## src/rtl/cpu_pkg.sv

```systemverilog
// Shared CPU datapath package: data width, forwarding source indices and
// the state encoding of the output skid buffer.
package cpu_pkg;

    localparam int XLEN = 32;

    // Forwarding source indices as seen by the operand selector
    localparam int FWD_RF  = 0;
    localparam int FWD_EX  = 1;
    localparam int FWD_MEM = 2;
    localparam int FWD_WB  = 3;

    // Encoding mirrors {skid_vld, main_vld}
    typedef enum logic [1:0] {
        BUF_EMPTY = 2'b00,
        BUF_ONE   = 2'b01,
        BUF_FULL  = 2'b11
    } buf_state_e;

endpackage

```

## src/rtl/mux_n_skid_if.sv

```systemverilog
// Upstream selection and downstream valid/ready bundle of mux_n_skid.
// master drives the sources and consumes the output, slave is the block.
interface mux_n_skid_if
    import cpu_pkg::*;
#(
    parameter int WIDTH   = XLEN,
    parameter int NUM_SRC = 4
);
    localparam int SEL_W = $clog2(NUM_SRC);

    logic [NUM_SRC*WIDTH-1:0] src;
    logic [SEL_W-1:0]         sel;
    logic                     in_valid;
    logic                     in_ready;
    logic                     flush;
    logic [WIDTH-1:0]         out_data;
    logic                     out_err;
    logic                     out_valid;
    logic                     out_ready;

    modport master (
        output src, sel, in_valid, flush, out_ready,
        input  in_ready, out_data, out_err, out_valid
    );

    modport slave (
        input  src, sel, in_valid, flush, out_ready,
        output in_ready, out_data, out_err, out_valid
    );

endinterface

```

## src/rtl/skid_buffer.sv

```systemverilog
// Two-entry valid/ready skid buffer. Entries leave in arrival order; the
// skid entry only ever moves into main, never bypasses it.
module skid_buffer
    import cpu_pkg::*;
#(
    parameter int W = XLEN + 1
) (
    input  logic         clk,
    input  logic         rst,
    input  logic         flush,
    input  logic [W-1:0] in_data,
    input  logic         in_valid,
    output logic         in_ready,
    output logic [W-1:0] out_data,
    output logic         out_valid,
    input  logic         out_ready
);

    buf_state_e   state;
    logic         main_vld;
    logic         skid_vld;
    logic [W-1:0] skid_data;
    logic         accept;
    logic         pop;

    assign accept    = in_valid & in_ready;
    assign pop       = main_vld & out_ready;
    assign out_valid = main_vld;

    // Occupancy FSM with registered valid/ready flags and payload registers
    always_ff @(posedge clk) begin
        // NOTE: all state here uses non-blocking assignments so every register
        // sees the pre-edge values of its neighbours, regardless of order.
        if (rst) begin
            state     <= BUF_EMPTY;
            main_vld  <= 1'b0;
            skid_vld  <= 1'b0;
            in_ready  <= 1'b1;
            // NOTE: payload registers are reset too because the head is
            // visible on out_data and must read 0 straight after reset.
            out_data  <= '0;
            skid_data <= '0;
        end else if (flush) begin
            // Payloads are left alone: invalid entries are don't-care
            state    <= BUF_EMPTY;
            main_vld <= 1'b0;
            skid_vld <= 1'b0;
            in_ready <= 1'b1;
        end else begin
            case (state)
                BUF_EMPTY: begin
                    if (accept) begin
                        out_data <= in_data;
                        main_vld <= 1'b1;
                        state    <= BUF_ONE;
                    end
                end
                BUF_ONE: begin
                    if (accept && pop) begin
                        out_data <= in_data;
                    end else if (accept) begin
                        skid_data <= in_data;
                        skid_vld  <= 1'b1;
                        in_ready  <= 1'b0;
                        state     <= BUF_FULL;
                    end else if (pop) begin
                        main_vld <= 1'b0;
                        state    <= BUF_EMPTY;
                    end
                end
                BUF_FULL: begin
                    if (pop) begin
                        out_data <= skid_data;
                        skid_vld <= 1'b0;
                        in_ready <= 1'b1;
                        state    <= BUF_ONE;
                    end
                end
                default: begin
                    state    <= BUF_EMPTY;
                    main_vld <= 1'b0;
                    skid_vld <= 1'b0;
                    in_ready <= 1'b1;
                end
            endcase
        end
    end

endmodule

```

## src/rtl/mux_n_skid.sv

```systemverilog
// N-to-1 operand selector with out-of-range error tag, followed by a
// two-entry skid buffer so the selected value survives downstream stalls.
module mux_n_skid
    import cpu_pkg::*;
#(
    parameter int WIDTH   = XLEN,
    parameter int NUM_SRC = 4
) (
    input  logic         clk,
    input  logic         rst,
    mux_n_skid_if.slave  bus
);

    localparam int SEL_W = $clog2(NUM_SRC);

    logic [WIDTH-1:0] sel_data;
    logic             sel_err;
    logic [WIDTH:0]   head;

    // Combinational source select; an index past the last source yields 0 + err
    always_comb begin
        // NOTE: defaults first so every path assigns both outputs and no
        // latch is inferred.
        sel_data = '0;
        sel_err  = 1'b1;
        for (int k = 0; k < NUM_SRC; k++) begin
            if (bus.sel == SEL_W'(k)) begin
                sel_data = bus.src[k*WIDTH +: WIDTH];
                sel_err  = 1'b0;
            end
        end
    end

    skid_buffer #(.W(WIDTH + 1)) u_skid (
        .clk       (clk),
        .rst       (rst),
        .flush     (bus.flush),
        .in_data   ({sel_err, sel_data}),
        .in_valid  (bus.in_valid),
        .in_ready  (bus.in_ready),
        .out_data  (head),
        .out_valid (bus.out_valid),
        .out_ready (bus.out_ready)
    );

    assign bus.out_err  = head[WIDTH];
    assign bus.out_data = head[WIDTH-1:0];

endmodule

```

## src/flat_wrapper.sv

```systemverilog
// flat-port wrapper written by rule: the top's interface ports become plain ports
module mux_n_skid_flat import cpu_pkg::*;
#(
    parameter int WIDTH   = XLEN,
    parameter int NUM_SRC = 4
)
  (clk, rst, bus_src, bus_sel, bus_in_valid, bus_flush, bus_out_ready, bus_in_ready, bus_out_data, bus_out_err, bus_out_valid);
  mux_n_skid_if #(.WIDTH(WIDTH), .NUM_SRC(NUM_SRC)) bus_i ();
  input  logic clk;
  input  logic rst;
  input wire logic [$bits(bus_i.src)-1:0] bus_src;
  input wire logic [$bits(bus_i.sel)-1:0] bus_sel;
  input wire logic [$bits(bus_i.in_valid)-1:0] bus_in_valid;
  input wire logic [$bits(bus_i.flush)-1:0] bus_flush;
  input wire logic [$bits(bus_i.out_ready)-1:0] bus_out_ready;
  output wire logic [$bits(bus_i.in_ready)-1:0] bus_in_ready;
  output wire logic [$bits(bus_i.out_data)-1:0] bus_out_data;
  output wire logic [$bits(bus_i.out_err)-1:0] bus_out_err;
  output wire logic [$bits(bus_i.out_valid)-1:0] bus_out_valid;
  assign bus_i.src = bus_src;
  assign bus_i.sel = bus_sel;
  assign bus_i.in_valid = bus_in_valid;
  assign bus_i.flush = bus_flush;
  assign bus_i.out_ready = bus_out_ready;
  assign bus_in_ready = bus_i.in_ready;
  assign bus_out_data = bus_i.out_data;
  assign bus_out_err = bus_i.out_err;
  assign bus_out_valid = bus_i.out_valid;
  mux_n_skid #(.WIDTH(WIDTH), .NUM_SRC(NUM_SRC)) u_core (.clk(clk), .rst(rst), .bus(bus_i));
endmodule
```

## config.mk

```make
export PLATFORM = sky130hd
export DESIGN_NAME = mux_n_skid_flat
export DESIGN_NICKNAME = d
export VERILOG_FILES = /design/src/rtl/cpu_pkg.sv /design/src/rtl/mux_n_skid_if.sv /design/src/rtl/skid_buffer.sv /design/src/rtl/mux_n_skid.sv /design/src/flat_wrapper.sv
export SDC_FILE = /design/constraint.sdc
export NUM_CORES = 1
export LEC_CHECK = 0
export BUFFER_PORTS_ARGS = -buffer_cell sky130_fd_sc_hd__buf_2
export CAP_MARGIN = 10
export CORE_ASPECT_RATIO = 1.4
export CORE_MARGIN = 2
export CORE_UTILIZATION = 48
export CTS_CLUSTER_DIAMETER = 100
export DETAILED_ROUTE_END_ITERATION = 10
export PLACE_DENSITY = 0.85
export REMOVE_ABC_BUFFERS = 1
export SYNTH_ARGS = -nofsm -noshare
export SYNTH_HDL_FRONTEND = slang
export SYNTH_HIERARCHICAL = 1
export SYNTH_SLANG_ARGS = --single-unit
```

## constraint.sdc

```tcl
create_clock -name clk -period 1.9 [get_ports clk]
set_clock_uncertainty 0.1 [all_clocks]
set_input_delay 0.095 -clock clk [delete_from_list [all_inputs] [get_ports clk]]
set_output_delay 0.095 -clock clk [all_outputs]
set_load 0.02 [all_outputs]
```

# Yosys cells after proc, flatten, opt, wreduce, memory -nomap -nowiden
# Index checks and enable logic that the tools add are counted.
dict set report totals {
  out_inout_bits 35
  regBits 70
  inputBits 135
  wordCells 61
}
dict set report op_classes {
  muxes 27
  n_eq_ne 13
  reduce_logical 10
  bitwise_logic 6
}
# operator n
set ops {}
lappend ops {{32-bit two-way mux} 4}
lappend ops {{33-bit two-way mux} 3}
lappend ops {{33-bit one-hot mux with 3 select lines} 1}
lappend ops {{2-bit != test (second input constant)} 7}
lappend ops {{4-bit AND reduction} 3}
lappend ops {{1-bit two-way mux} 11}
lappend ops {{2-bit two-way mux} 5}
lappend ops {{5-bit AND reduction} 2}
lappend ops {{2-bit == test (second input constant)} 3}
lappend ops {{1-bit one-hot mux with 3 select lines} 2}
lappend ops {{2-bit one-hot mux with 3 select lines} 1}
lappend ops {{2-bit by 1-bit == test with 1-bit output (second input constant)} 2}
lappend ops {{2-bit logical NOT} 2}
lappend ops {{1-bit inverter} 4}
lappend ops {{3-bit != test (second input constant)} 1}
lappend ops {{3-bit nonzero test} 1}
lappend ops {{1-bit bitwise AND} 2}
lappend ops {{2-bit OR reduction} 1}
lappend ops {{1-bit logical AND} 1}

# Longest topological paths before layout
dict set report logic_depth {
  word_depth 7
  depth_mapped 8
}

# By module
# Netlist, hierarchy kept.
# mod area_each_um2 n_inst cells_each
set modules_own_cells {}
lappend modules_own_cells {skid_buffer 2980.4 1 331}
lappend modules_own_cells {mux_n_skid 818.3 1 40}

# Least setup slack after synthesis
# Ideal clock, no wire load.
dict set report synth_path {
  path_type {reg2reg}
  start {reg u_core.u_skid.state[1]}
  end {reg u_core.u_skid.main_vld, in the netlist u_core/u_skid/out_valid}
  path_stages_with_launch 7
  setup_ns 0.130
  t_arrival_ns 1.566
  required_time_ns 1.670
  setup_slack_ns 0.104
  cell_sequence {dfxtp_1 -> inv_1 -> ha_1 -> and3_1 -> or4_1 -> a22oi_1 -> nor3_1}
}
dict set report synth_between {
  elab_chain_cells 3
  elab_cells_between_ends 10
  cone_classes {eq/ne (6); mux (1); bitwise (1); reduce/logical (2)}
}
# element line_no
set synth_lines {}
lappend synth_lines {{start, declared} skid_buffer.sv:19} ;# buf_state_e state;
lappend synth_lines {{start signal, assigned} skid_buffer.sv:35} ;# state <= BUF_EMPTY;
lappend synth_lines {{start signal, assigned} skid_buffer.sv:45} ;# state <= BUF_EMPTY;
lappend synth_lines {{start signal, assigned} skid_buffer.sv:55} ;# state <= BUF_ONE;
lappend synth_lines {{2-bit by 1-bit == test with 1-bit output (tied with other cells)} skid_buffer.sv:50} ;# case (state)
lappend synth_lines {{2-bit != test (no line) or 1-bit inverter (tied branches)} -}
lappend synth_lines {{5-bit AND reduction (no line)} -}
lappend synth_lines {{end signal, assigned} skid_buffer.sv:46} ;# main_vld <= 1'b0;
lappend synth_lines {{end signal, assigned} skid_buffer.sv:54} ;# main_vld <= 1'b1;
lappend synth_lines {{end signal, assigned} skid_buffer.sv:67} ;# main_vld <= 1'b0;
lappend synth_lines {{end, declared} skid_buffer.sv:20} ;# logic main_vld;
# Several ways; a longest one is shown, not always the timed one.
# A chain may end at the register's enable or synchronous reset.

# Worst setup path in the final report
dict set report layout_path {
  start {reg u_core.u_skid.state[0]}
  end {reg u_core.u_skid.out_data[11]}
}
dict set report layout_between {
  elab_chain_cells 3
  elab_cells_between_ends 9
  cone_classes {eq/ne (5); mux (1); reduce/logical (3)}
}
# element line_no
set layout_lines {}
lappend layout_lines {{2-bit by 1-bit == test with 1-bit output (tied with other cells)} skid_buffer.sv:50}
lappend layout_lines {{2-bit != test (no line) or 3-bit nonzero test (tied branches)} -}
lappend layout_lines {{5-bit AND reduction (no line)} -}
lappend layout_lines {{end signal, assigned} skid_buffer.sv:53} ;# out_data <= in_data;
lappend layout_lines {{end signal, assigned} skid_buffer.sv:60} ;# out_data <= in_data;
lappend layout_lines {{end signal, assigned} skid_buffer.sv:73} ;# out_data <= skid_data;
lappend layout_lines {{end, declared} skid_buffer.sv:14} ;# output logic [W-1:0] out_data,
# Several ways; a longest one is shown, not always the timed one.

==> results by group <==
Status
  – Status: finished with violations
  – Failing checks: setup timing

Layout
  – Fraction of layout cells with a size suffix above 1: 0.493
  – Layout area overhead: 38.5%
  – Antenna diode count: 0
  – Fin cells: 650
  – Fill cells: 603
  – Nets: 685

Timing
  – Fmax: 513 MHz
  – Final-report max-slew violation count: 0
  – Setup TNS: -0.0477 ns
  – Final critical-path required period: 1.95 ns
  – Final worst path period share: 1.03
  – RSZ-0062 raised after global routing: true
  – Fin Hold WS: 0.0774 ns
  – Final worst slack: -0.0477 ns
  – # setup viols final: 1
  – Final Hold Fails: 0

Logic synthesis
  – Synth Area in XOR/XNOR: 0
  – Avg Cell Area, Syn: 10.2 µm²
  – Synthesized cell area: 3800 µm²
  – Synthesis Warnings: 6
  – Post-synthesis compound-gate area fraction: 0.143
  – Share of the synthesized area in the top cell type: 0.369
  – Adder-Cell Fraction of Synth Area: 0.0165
  – Synthesis-stage register bit count: 70
  – Synth area leader: dfxtp_1
  – Synth top area cells: dfxtp_1, mux4_2, mux2i_1, nand2_1, a21oi_1
  – Post-synthesis sequential area ratio: 0.369
  – Post-Syn Instances: 371
  – Netlist cell types: 33
  – Mux contribution to synthesized area: 0.284
  – Synth Area in Simple Gates: 0.126
  – Main combinational cell family by area after synthesis: multiplexers

Drt
  – # DRC: 0
  – Drt pass-1 iters: 5
  – Post-route ant nets: 0
  – Routed vias: 3,652
  – Drt initial violations: 283
  – Routed len/inst: 17.6 µm
  – Via/cell ratio: 5.62
  – Final wirelength: 11.5 mm

Pwr
  – VDD IR max: 0.000472 V
  – Design Power: 3.91 mW
  – Power Dens Cells: 744 nW/µm²
  – LEAKAGE: 2.14 nW

Worst setup path
  – RR Startpoint: u_core/u_skid/state[0]$_SDFFE_PP0P_
  – Crit. End Element: register
  – Max incr delay on CP: 0.40 ns
  – Worst R2R Setup Slack: -0.05 ns
  – CP Max Fanout: 6
  – RR Endpoint: u_core/u_skid/out_data[11]$_SDFFE_PP0P_
  – Arr. time, crit path: 2.09 ns
  – Startpoint types: register
  – Critical path, cell by cell: inv_4 -> ha_4 -> a2bb2oi_2 -> nor4_4 -> buf_6 -> clkbuf_16 -> nor2_1 -> a211oi_1
  – CP required: 2.05 ns
  – Cell depth of the worst flop-to-flop path: 8
  – Kind of critical path: register to register
  – CP max stage cell: dfxtp_4

Clock tree
  – CTS H-tree depth: 3
  – CTS Buffer Depth: 2
  – CTS Sinks: 70
  – Clock root buffer: clkbuf_8
  – Worst-Skew Late Latency: 0.35 ns
  – TritonCTS clock tree: built
  – Clock Pin Slew Worst Setup and Hold Paths: 0.08 ns
  – CTS buffer count: 9

Min path
  – End of the worst hold path: u_core/u_skid/in_ready$_SDFFE_PP1P_
  – Worst min path class: input pin to register
  – WHS Path Cells: 4
  – HP Start: bus_in_valid

Placement
  – Pre-CTS setup slack: -0.0902 ns
  – RePlAce Congestion: 0.822
  – I/O Buffers: 169
  – DP HPWL: 7.43 mm
  – Placed Cells: 624

Die
  – Die height: 109 µm
  – Core Box Area: 7700 µm²
  – Die area: 8650 µm²
  – Die width: 79.2 µm
  – Boundary Pins: 170
  – Rows: 38
  – Starting Density: 0.493

Global routing
  – Largest net degree at the start of global routing: 33
  – Vias in the first global route: 3,597
  – Initial antenna violation count: 0
  – GR Overflow Total: 0
  – Total global-route track usage: 0.253
  – First-pass GRT wire length: 16.8 mm

Run
  – Max-cap violations: 0
-- logic make-up (layout without fill, tap and decap cells) --
group	after synthesis	after routing
other	1	2
AOI/OAI and AO/OA	77	77
and+or+nand+nor	116	116
adders and majority gates	5	5
buffers and inverters	35	213
DFF	70	70
muxes	67	67
-- layer usage --
metal,GRT usage,part of all wire
met1,0.288,0.37
met5,0,0
met2,0.458,0.54
met4,0.127,0.027
met3,0.0373,0.062
-- stage by stage --
| stage | instance area [µm²] | util |
|---|---|---|
| after floorplan | 3580 | - |
| after global placement | 4730 | 0.614 |
| after detailed placement | 4730 | 0.614 |
| after CTS | 5050 | 0.656 |
| after global routing | 5260 | 0.683 |
| final | 5260 | 0.683 |
-- cells in the final DEF, fill, tap and decap left out, drive strengths merged, types with 3 or more instances in the layout --
cell type and count:
clkbuf 15, nand2 70, a21oi 35, buf 190, ha 5, mux4 32, a2bb2oi 3, dfxtp 70
mux2i 35, a211oi 33, nor2 35
-- registers in the layout, summed over array words and instances, names as in the netlist --
| name | count |
|---|---|
| u_core/u_skid/skid_data | 33 |
| u_core/u_skid/out_data | 33 |
| u_core/u_skid/out_valid | 1 |
| u_core/u_skid/state | 2 |
| u_core/u_skid/in_ready | 1 |
-- synth_stat cells, drive strengths merged --
master	count
nor4b	1
nor4	1
buf	22
a2bb2oi	3
clkbuf	11
mux4	32
dfxtp	70
o311ai	1
o21ai	1
conb	1
and2	2
or4	1
nand3b	1
nor2b	1
and3	1
a22oi	1
nand2b	1
nor3	1
mux2i	35
a31o	1
a21oi	35
nor2	35
nand3	1
a211oi	33
inv	2
a21boi	2
nand2	70
ha	5
-- power breakdown --
group          switching, mW  internal [mW]
logic                  0.463          0.463
clock network          0.576          0.811
registers             0.0506           1.55
-- final cells by class --
class,count,area [µm²],share of cell area
Multi-Input combinational cell,267,2260,0.429
Sequential cell,70,1410,0.268
Timing Repair Buffer,195,1230,0.233
Clock buffer,11,151,0.0288
Tap cell,100,125,0.0238
Clock inverter,5,81.3,0.0155
Inverter,2,10.0,0.00190
-- repair_timing --
action | in CTS | in global routing
endpoints found under the setup margin | 34 | 34
cloned | 2 | 5
hold endpoints to repair | 1 | 0
hold buffers | 1 | 0
pin swaps | 2 | 10
buffers inserted | 2 | 1
resized for setup | 9 | 21
-- how the worst max path moves through the flow --
| stage | startpoint | to | slack (ns) | cells after the start |
|---|---|---|---|---|
| floorplan | u_core/u_skid/state[0]$_SDFFE_PP0P_ | u_core/u_skid/out_data[0]$_SDFFE_PP0P_ | -1.78 | 5 |
| global placement | u_core/u_skid/state[0]$_SDFFE_PP0P_ | u_core/u_skid/out_data[29]$_SDFFE_PP0P_ | 0.07 | 7 |
| detailed placement | u_core/u_skid/state[1]$_SDFFE_PP0P_ | u_core/u_skid/out_data[13]$_SDFFE_PP0P_ | -0.09 | 7 |
| CTS | u_core/u_skid/state[1]$_SDFFE_PP0P_ | u_core/u_skid/out_data[13]$_SDFFE_PP0P_ | 0.001 | 8 |
| global route | u_core/u_skid/state[0]$_SDFFE_PP0P_ | u_core/u_skid/out_data[11]$_SDFFE_PP0P_ | -0.08 | 8 |
| finish | u_core/u_skid/state[0]$_SDFFE_PP0P_ | u_core/u_skid/out_data[11]$_SDFFE_PP0P_ | -0.05 | 8 |
-- worst max-delay path: cells and delay by family (launching register included) --
family | cells | cell delay, ns
adder cells (fa/ha/maj) | 1 | 0.16
AO/OA/AOI/OAI | 2 | 0.41
buffers and inverters | 3 | 0.43
flip-flops | 1 | 0.40
AND/OR/NAND/NOR | 2 | 0.34
No activity file was read; power rests on OpenSTA's default activity.
